--- config.mk ---
export PLATFORM = sky130hd
export DESIGN_NAME = wm_ddr_rd_master
export DESIGN_NICKNAME = d
export VERILOG_FILES = /design/src/rtl/wm_ddr_rd_master.sv
export SDC_FILE = /design/constraint.sdc
export NUM_CORES = 1
export LEC_CHECK = 0
export CAP_MARGIN = 20
export CORE_AREA = 2 2 253 255
export DETAILED_ROUTE_END_ITERATION = 16
export DIE_AREA = 0 0 255 257
export PLACE_DENSITY = 0.43
export REMOVE_ABC_BUFFERS = 1
export SLEW_MARGIN = 10
export SYNTH_ARGS = -nofsm -noshare
export SYNTH_HDL_FRONTEND = slang
export SYNTH_SLANG_ARGS = --single-unit
--- constraint.sdc ---
create_clock -name clk -period 3.71 [get_ports clk]
set_clock_uncertainty 0.15 [all_clocks]
set_input_delay 0.742 -clock clk [delete_from_list [all_inputs] [get_ports clk]]
set_output_delay 0.742 -clock clk [all_outputs]
set_load 0.005 [all_outputs]
--- src/rtl/wm_ddr_rd_master.sv ---
// AXI read-burst master: fetches a block of weight beats from DDR and streams them to the weight memory.
// Optional busy-cycle counter on rd_cycles is built only when WM_DDR_RD_PERF_CNT_EN is defined.
module wm_ddr_rd_master #(
  parameter int         CTRL_ADDR_WIDTH = 28,
  parameter int         DATA_WIDTH      = 256,
  parameter int         BURST_LEN       = 16,
  parameter int         WR_ADDR_WIDTH   = 10,
  parameter int         ADDR_STEP       = 8,
  parameter logic [3:0] AXI_ID          = 4'd0
) (
  input  logic                       clk,
  input  logic                       rst,
  input  logic                       start,
  input  logic [CTRL_ADDR_WIDTH-1:0] base_addr,
  input  logic [WR_ADDR_WIDTH:0]     beat_count,
  output logic                       busy,
  output logic                       done,
  output logic                       err,
  output logic [CTRL_ADDR_WIDTH-1:0] axi_araddr,
  output logic [3:0]                 axi_aruser_id,
  output logic [3:0]                 axi_arlen,
  output logic                       axi_arvalid,
  input  logic                       axi_arready,
  input  logic [DATA_WIDTH-1:0]      axi_rdata,
  input  logic [3:0]                 axi_rid,
  input  logic                       axi_rlast,
  input  logic                       axi_rvalid,
  output logic [DATA_WIDTH-1:0]      wm_data_out,
  output logic                       wm_valid_out,
  output logic [WR_ADDR_WIDTH-1:0]   wm_addr_wr,
  output logic [31:0]                rd_cycles
);

  localparam logic [CTRL_ADDR_WIDTH-1:0] STEP_C    = CTRL_ADDR_WIDTH'(ADDR_STEP);
  localparam logic [WR_ADDR_WIDTH:0]     BURST_C   = (WR_ADDR_WIDTH+1)'(BURST_LEN);
  localparam logic [3:0]                 MAX_LEN_C = 4'(BURST_LEN - 1);

  typedef enum logic [1:0] {
    ST_IDLE = 2'd0,
    ST_AR   = 2'd1,
    ST_R    = 2'd2,
    ST_DONE = 2'd3
  } state_t;

  state_t                       state_r, state_s;
  logic [CTRL_ADDR_WIDTH-1:0]   addr_r, addr_s;
  logic [WR_ADDR_WIDTH:0]       rem_r, rem_s;
  logic [4:0]                   beats_r, beats_s;
  logic [WR_ADDR_WIDTH-1:0]     idx_r, idx_s;
  logic                         err_r, err_s;
  logic                         done_r, done_s;
  logic                         busy_r;
  logic                         arvalid_r;
  logic [3:0]                   arlen_r, arlen_s;
  logic                         wm_valid_r, wm_valid_s;
  logic [DATA_WIDTH-1:0]        wm_data_r;
  logic [WR_ADDR_WIDTH-1:0]     wm_addr_r;
  logic [4:0]                   len_plus1_s;
  logic                         exp_last_s;

  // Next-state, counter and error logic
  always_comb begin
    state_s     = state_r;
    addr_s      = addr_r;
    rem_s       = rem_r;
    beats_s     = beats_r;
    idx_s       = idx_r;
    err_s       = err_r;
    done_s      = 1'b0;
    wm_valid_s  = 1'b0;
    arlen_s     = arlen_r;
    len_plus1_s = {1'b0, arlen_r} + 5'd1;
    exp_last_s  = (beats_r == 5'd1);

    case (state_r)
      ST_IDLE: begin
        if (start) begin
          err_s = 1'b0;
          idx_s = '0;
          if (beat_count != '0) begin
            addr_s  = base_addr;
            rem_s   = beat_count;
            state_s = ST_AR;
          end else begin
            done_s = 1'b1;
          end
        end else begin
          state_s = ST_IDLE;
        end
      end
      ST_AR: begin
        if (axi_arvalid && axi_arready) begin
          beats_s = len_plus1_s;
          addr_s  = addr_r + (CTRL_ADDR_WIDTH'(len_plus1_s) * STEP_C);
          state_s = ST_R;
        end else begin
          state_s = ST_AR;
        end
      end
      ST_R: begin
        if (axi_rvalid) begin
          wm_valid_s = 1'b1;
          idx_s      = idx_r + 1'b1;
          // Counters saturate so a misbehaving slave cannot wrap them
          if (beats_r != 5'd0) begin
            beats_s = beats_r - 5'd1;
          end else begin
            beats_s = 5'd0;
          end
          if (rem_r != '0) begin
            rem_s = rem_r - 1'b1;
          end else begin
            rem_s = '0;
          end
          if ((axi_rid != AXI_ID) || (axi_rlast != exp_last_s)) begin
            err_s = 1'b1;
          end else begin
            err_s = err_r;
          end
          if (axi_rlast) begin
            if (rem_s == '0) begin
              state_s = ST_DONE;
            end else begin
              state_s = ST_AR;
            end
          end else begin
            state_s = ST_R;
          end
        end else begin
          state_s = ST_R;
        end
      end
      ST_DONE: begin
        done_s  = 1'b1;
        state_s = ST_IDLE;
      end
      default: begin
        state_s = ST_IDLE;
      end
    endcase

    if (rem_s >= BURST_C) begin
      arlen_s = MAX_LEN_C;
    end else begin
      arlen_s = rem_s[3:0] - 4'd1;
    end
  end

  // State, counters and registered outputs
  always_ff @(posedge clk) begin
    if (rst) begin
      state_r    <= ST_IDLE;
      addr_r     <= '0;
      rem_r      <= '0;
      beats_r    <= 5'd0;
      idx_r      <= '0;
      err_r      <= 1'b0;
      done_r     <= 1'b0;
      busy_r     <= 1'b0;
      arvalid_r  <= 1'b0;
      arlen_r    <= 4'd0;
      wm_valid_r <= 1'b0;
      wm_data_r  <= '0;
      wm_addr_r  <= '0;
    end else begin
      state_r    <= state_s;
      addr_r     <= addr_s;
      rem_r      <= rem_s;
      beats_r    <= beats_s;
      idx_r      <= idx_s;
      err_r      <= err_s;
      done_r     <= done_s;
      busy_r     <= (state_s != ST_IDLE);
      arvalid_r  <= (state_s == ST_AR);
      wm_valid_r <= wm_valid_s;
      if (state_s == ST_AR) begin
        arlen_r <= arlen_s;
      end
      if (wm_valid_s) begin
        wm_data_r <= axi_rdata;
        wm_addr_r <= idx_r;
      end
    end
  end

`ifdef WM_DDR_RD_PERF_CNT_EN
  logic [31:0] rd_cycles_r;

  // Busy-cycle counter: cleared on accepted start, frozen when idle, saturating
  always_ff @(posedge clk) begin
    if (rst) begin
      rd_cycles_r <= 32'd0;
    end else if ((state_r == ST_IDLE) && start) begin
      rd_cycles_r <= 32'd0;
    end else if (busy_r && (rd_cycles_r != 32'hFFFF_FFFF)) begin
      rd_cycles_r <= rd_cycles_r + 32'd1;
    end
  end

  assign rd_cycles = rd_cycles_r;
`else
  assign rd_cycles = 32'd0;
`endif

  assign busy          = busy_r;
  assign done          = done_r;
  assign err           = err_r;
  assign axi_araddr    = addr_r;
  assign axi_aruser_id = AXI_ID;
  assign axi_arlen     = arlen_r;
  assign axi_arvalid   = arvalid_r;
  assign wm_data_out   = wm_data_r;
  assign wm_valid_out  = wm_valid_r;
  assign wm_addr_wr    = wm_addr_r;

endmodule

### After elaboration in Yosys (flattened, before gate mapping)

Index checks and enable logic that the tools add are counted.

* reduce and logical (&&, ||, !) cells: 16
* add/sub/neg operators: 6
* order comparisons: 1
* mux-type cells: 35
* eq/ne operators: 11

Operators by type and width (count)
* 28-bit 2-to-1 mux: 3
* 11-bit 2-to-1 mux: 6
* 28-bit one-hot mux with 2 select lines: 1
* 28-bit by 8-bit adder with 28-bit output: 1
* 11-bit one-hot mux with 2 select lines: 1
* 11-bit nonzero test: 2
* 10-bit 2-to-1 mux: 2
* 10-bit one-hot mux with 2 select lines: 1
* 5-bit 2-to-1 mux: 3
* 2-bit 2-to-1 mux: 6
* 11-bit by 5-bit >= comparator with 1-bit output (second input constant): 1
* 11-bit logical NOT: 1
* 11-bit by 1-bit subtractor with 11-bit output (second input constant): 1
* 10-bit by 1-bit adder with 10-bit output (second input constant): 1
* 2-bit != test (second input constant): 5
* 5-bit one-hot mux with 2 select lines: 1
* 2-bit one-hot mux with 4 select lines: 1
* 4-bit AND reduction: 2
* 2-bit nonzero test: 4
* 1-bit 2-to-1 mux: 7
* 3-bit AND reduction: 2
* 4-bit by 1-bit adder with 5-bit output (second input constant): 1
* 5-bit by 1-bit equality test with 1-bit output (second input constant): 1
* 5-bit nonzero test: 1
* other kinds (11): 14

* word-level logic and storage cells: 82
* flip-flop bits (word level): 331
* input bits: 305
* output and inout bits: 339

### Logic depth before layout (Yosys ltp)

* word-level depth: 10
* mapped depth: 11
* gate-level depth less buffers: 10

### Worst setup path before layout

No wires, ideal clock.

* path kind: input-to-reg
* from: input beat_count[3]
* to: register arlen_r[0], in the netlist axi_arlen[0]
* arrival: 2.715 ns
* library setup time: 0.086 ns
* setup slack: 0.759 ns
* required time: 3.474 ns
* buffers on the path: 1
* stages: 8
* cells stage by stage: or4_4 buf_6 or4_4 nand2_4 a221o_1 and4b_1 nor4bb_4 a221oi_2

* longest elaborated chain between the ends: 6
* elaborated cells between the ends (all ways): 11
* those cells by class: add/sub (1); order compare (1); eq/ne (1); mux (7); reduce/logical (1)

RTL lines
* start: declaration: line 15 `input logic [WR_ADDR_WIDTH:0] beat_count,`
* 11-bit nonzero test: line 80 `if (beat_count != '0) begin`
* 11-bit 2-to-1 mux: line 80
* 11-bit 2-to-1 mux: line 77 `if (start) begin`
* 11-bit one-hot mux with 2 select lines: line 75 `case (state_r)`
* 11-bit by 5-bit >= comparator with 1-bit output or 4-bit by 1-bit subtractor with 4-bit output (tied branches): line 142, 145
* 4-bit 2-to-1 mux: line 142 `if (rem_s >= BURST_C) begin`
* end signal: assignment: line 177 `arlen_r <= arlen_s;`
* end: declaration: line 54 `logic [3:0] arlen_r, arlen_s;`

Several ways; a longest one is shown, not always the timed one.
A chain may end at the register's enable or synchronous reset.

### Worst setup path in the final report

* from: register rem_r[0]
* to: register arlen_r[0], in the netlist axi_arlen[0]

* longest elaborated chain between the ends: 10
* elaborated cells between the ends (all ways): 18
* those cells by class: add/sub (2); order compare (1); eq/ne (1); mux (12); reduce/logical (2)

RTL lines
* start: declaration: line 47 `logic [WR_ADDR_WIDTH:0] rem_r, rem_s;`
* start signal: assignment: line 168 `rem_r <= rem_s;`
* parallel branches: the longest is 10 deep, another holds 11-bit by 1-bit subtractor with 11-bit output

Parallel ways; which one is timed is not known. The select of a mux whose other input is x is not followed.

==> metrics.cfg <==
[outcome]
status = finished clean

[worst_setup_path]
criticalPathCategory = flip-flop to flip-flop
critPathArrivalTime_ns = 3.70
start_kind = flip-flop
required_ns = 4.02
cp_max_fo = 15
crit_chain = inv_1, ha_1, or2_1, a2111oi_0, a2bb2oi_1, or4b_1, nand2_2, nor4bb_4, a221oi_2
crit_path_top_delay_cell = a2111oi_0
slowest_delay_ns = 0.61
rrSetupSlack_ns = 0.32
end_kind = flip-flop

[timing]
setup_slack_ns = 0.320
setup_viol = 0
period_needed_ns = 3.39
hold_viol_final = 0
worst_pin_slew_ns = 1.18
slew_violations = 0
finalCritPeriodShare = 0.914
rsz0062_at_grt = false
fmax_mhz = 295
slew_headroom = 0.211

[logic_synthesis]
post-synth-top-area-cell = dfxtp_1
synth_top_area_share = 0.496
yosysSeqAreaShare = 0.496
synthCells = 1706
synth_edf_count = 0
synth_seq_cells = 331
synthTopCellsByArea = dfxtp_1 (50%), nand2_1 (16%), a21oi_1 (11%), clkbuf_1 (3.3%), buf_4 (2.0%)
yosysMostFrequentCell = nand2_1
syn_avg_cell_area_um2 = 7.83
ys_top_cells_by_count = nand2_1 (573), dfxtp_1 (331), a21oi_1 (306), clkbuf_1 (116), nor2_1 (43)
ys.flop_type = dfxtp_1
mappedNetlistArea_mm2 = 0.0134
async_flop_share = 0
ys_warn_count = 0
ys_types = 73

[global_route]
grt_pass1_vias = 12900
track_usage = 0.165
overflow = 0
antenna_found_initial = 5
grt_max_degree = 208
grt_pass1_wl_um = 83000

[clocking]
numCtsBuffers = 43
postCtsSetupBuffers = 0
cts_root_buffer = clkbuf_16
clk_transition_reported_paths_ns = 0.05
h-tree-depth = 2
cts_hold_buf = 0
cts_buffer_depth = 3
cts_tree = built
cts_resized = 0
clock_sinks = 331
clk_latency_ns = 0.57

[detailed_routing]
dr_total_vias = 13500
met2WireLength_um = 29200
drc = 0
drt_pass1_iterations = 6
wl_met1_um = 21800
wl_per_cell_um = 18.2
wl_met3_um = 4220
drt-vias-per-instance = 4.31
routed_wl_um = 56900
top_layer_used = met5
ant_nets = 0
drt_iter0_markers = 806

[power_and_ir_drop]
p_per_area_mw_per_mm2 = 407
vdd_drop_max_mv = 0.265
power.leakage_nw = 7.18
power_w = 0.00876

[final_layout]
area_growth_pct = 61.2
instances_no_fill = 3134
fin_nets = 2575
drive_gt1_frac = 0.0490
nFillCells = 6528
post-route-util = 0.343

[floorplan]
ios = 644
start_util = 0.213
die_area_mm2 = 0.0655
rows = 92
die_width_um = 255
die_height_um = 257
coreArea_mm2 = 0.0627

[placement]
port-buffer-count = 607
dpl.cell_count = 3054
place_ws_ns = 0.139
dpl.hpwl_um = 40800
gp_congestion = 0.839

[min_path]
min_path_type = flip-flop to flip-flop

[flow_run]
cap_violations = 0

==> cells by family after synthesis <==
kind of cell | count (synthesis) | synth area share
xor+xnor | 18 | 0.0118
mux | 9 | 0.00684
other cells | 1 | 0.000281
fa+ha+maj | 17 | 0.0165
simple gates | 722 | 0.227
flops | 331 | 0.496
buf+inv | 180 | 0.0615
compound gates | 428 | 0.180
==> power breakdown <==
group	internal, W	switching [W]	leakage [nW]	total, W
Combinational	0.000503	0.000362	3.80	0.000865
Sequential	0.00361	0.0000671	2.67	0.00367
Clock	0.00253	0.00169	0.708	0.00422
==> routing by layer <==
metal	track usage	vias up
li1	-	6754
met1	0.182	6254
met2	0.299	419
met3	0.0478	84
met4	0.0552	6
met5	0	-
==> area by class of cell <==
type,count,area (µm²),share of cell area
tap,846,1060,0.0492
clock buffer,60,1230,0.0571
multi-input combinational,1230,6050,0.281
timing repair buffer,627,6290,0.292
inverter,20,75.1,0.00349
antenna,2,5.00,0.000232
sequential,331,6630,0.308
clock inverter,18,190,0.00883
==> registers in the layout, indices dropped and copies added (netlist names) <==
| signal | cells |
|---|---|
| busy | 1 |
| rem_r | 11 |
| wm_addr_wr | 10 |
| err | 1 |
| done | 1 |
| wm_data_out | 256 |
| axi_arvalid | 1 |
| axi_araddr | 28 |
| wm_valid_out | 1 |
| idx_r | 10 |
| axi_arlen | 4 |
| beats_r | 5 |
| state_r | 2 |
==> final timing paths <==
kind	start	to	depth (start not counted)
setup / recovery	rem_r[0]	axi_arlen[0]	9
hold / removal	wm_data_out[216]	wm_data_out[216]	2
setup reg to reg	rem_r[0]	axi_arlen[0]	9
hold reg to reg	wm_data_out[216]	wm_data_out[216]	2
==> critical path, delay by kind of cell, from the launching register on <==
kind / cells / cell delay (ns)
simple gates: 4 / 1.14
compound gates: 3 / 1.06
buf+inv: 1 / 0.11
fa+ha+maj: 1 / 0.39
flops: 1 / 0.46
==> cell usage in the layout, fill, tap and decap left out, types with 11 or more instances in the layout <==
master / instances
inv_1: 19
clkbuf_16: 43
xor2_1: 11
nand2_1: 572
o21ai_1: 14
buf_4: 15
dfxtp_1: 331
a21oi_1: 306
nand3_1: 25
nor2_1: 42
a211oi_1: 19
o21ai_0: 20
conb_1: 36
clkdlybuf4s50_1: 606
ha_1: 15
clkinv_2: 11
==> through the flow <==
step	area (µm²)	setup TNS, ns	hold slack [ns]
after floorplan	12700	-629.72	0.288
after global placement	20100	0	0.291
after detailed placement	20100	0	0.295
after CTS	21500	0	0.303
after global routing	21500	0	0.320
final	21500	0	0.302
Power figures use the tool's default switching activity.
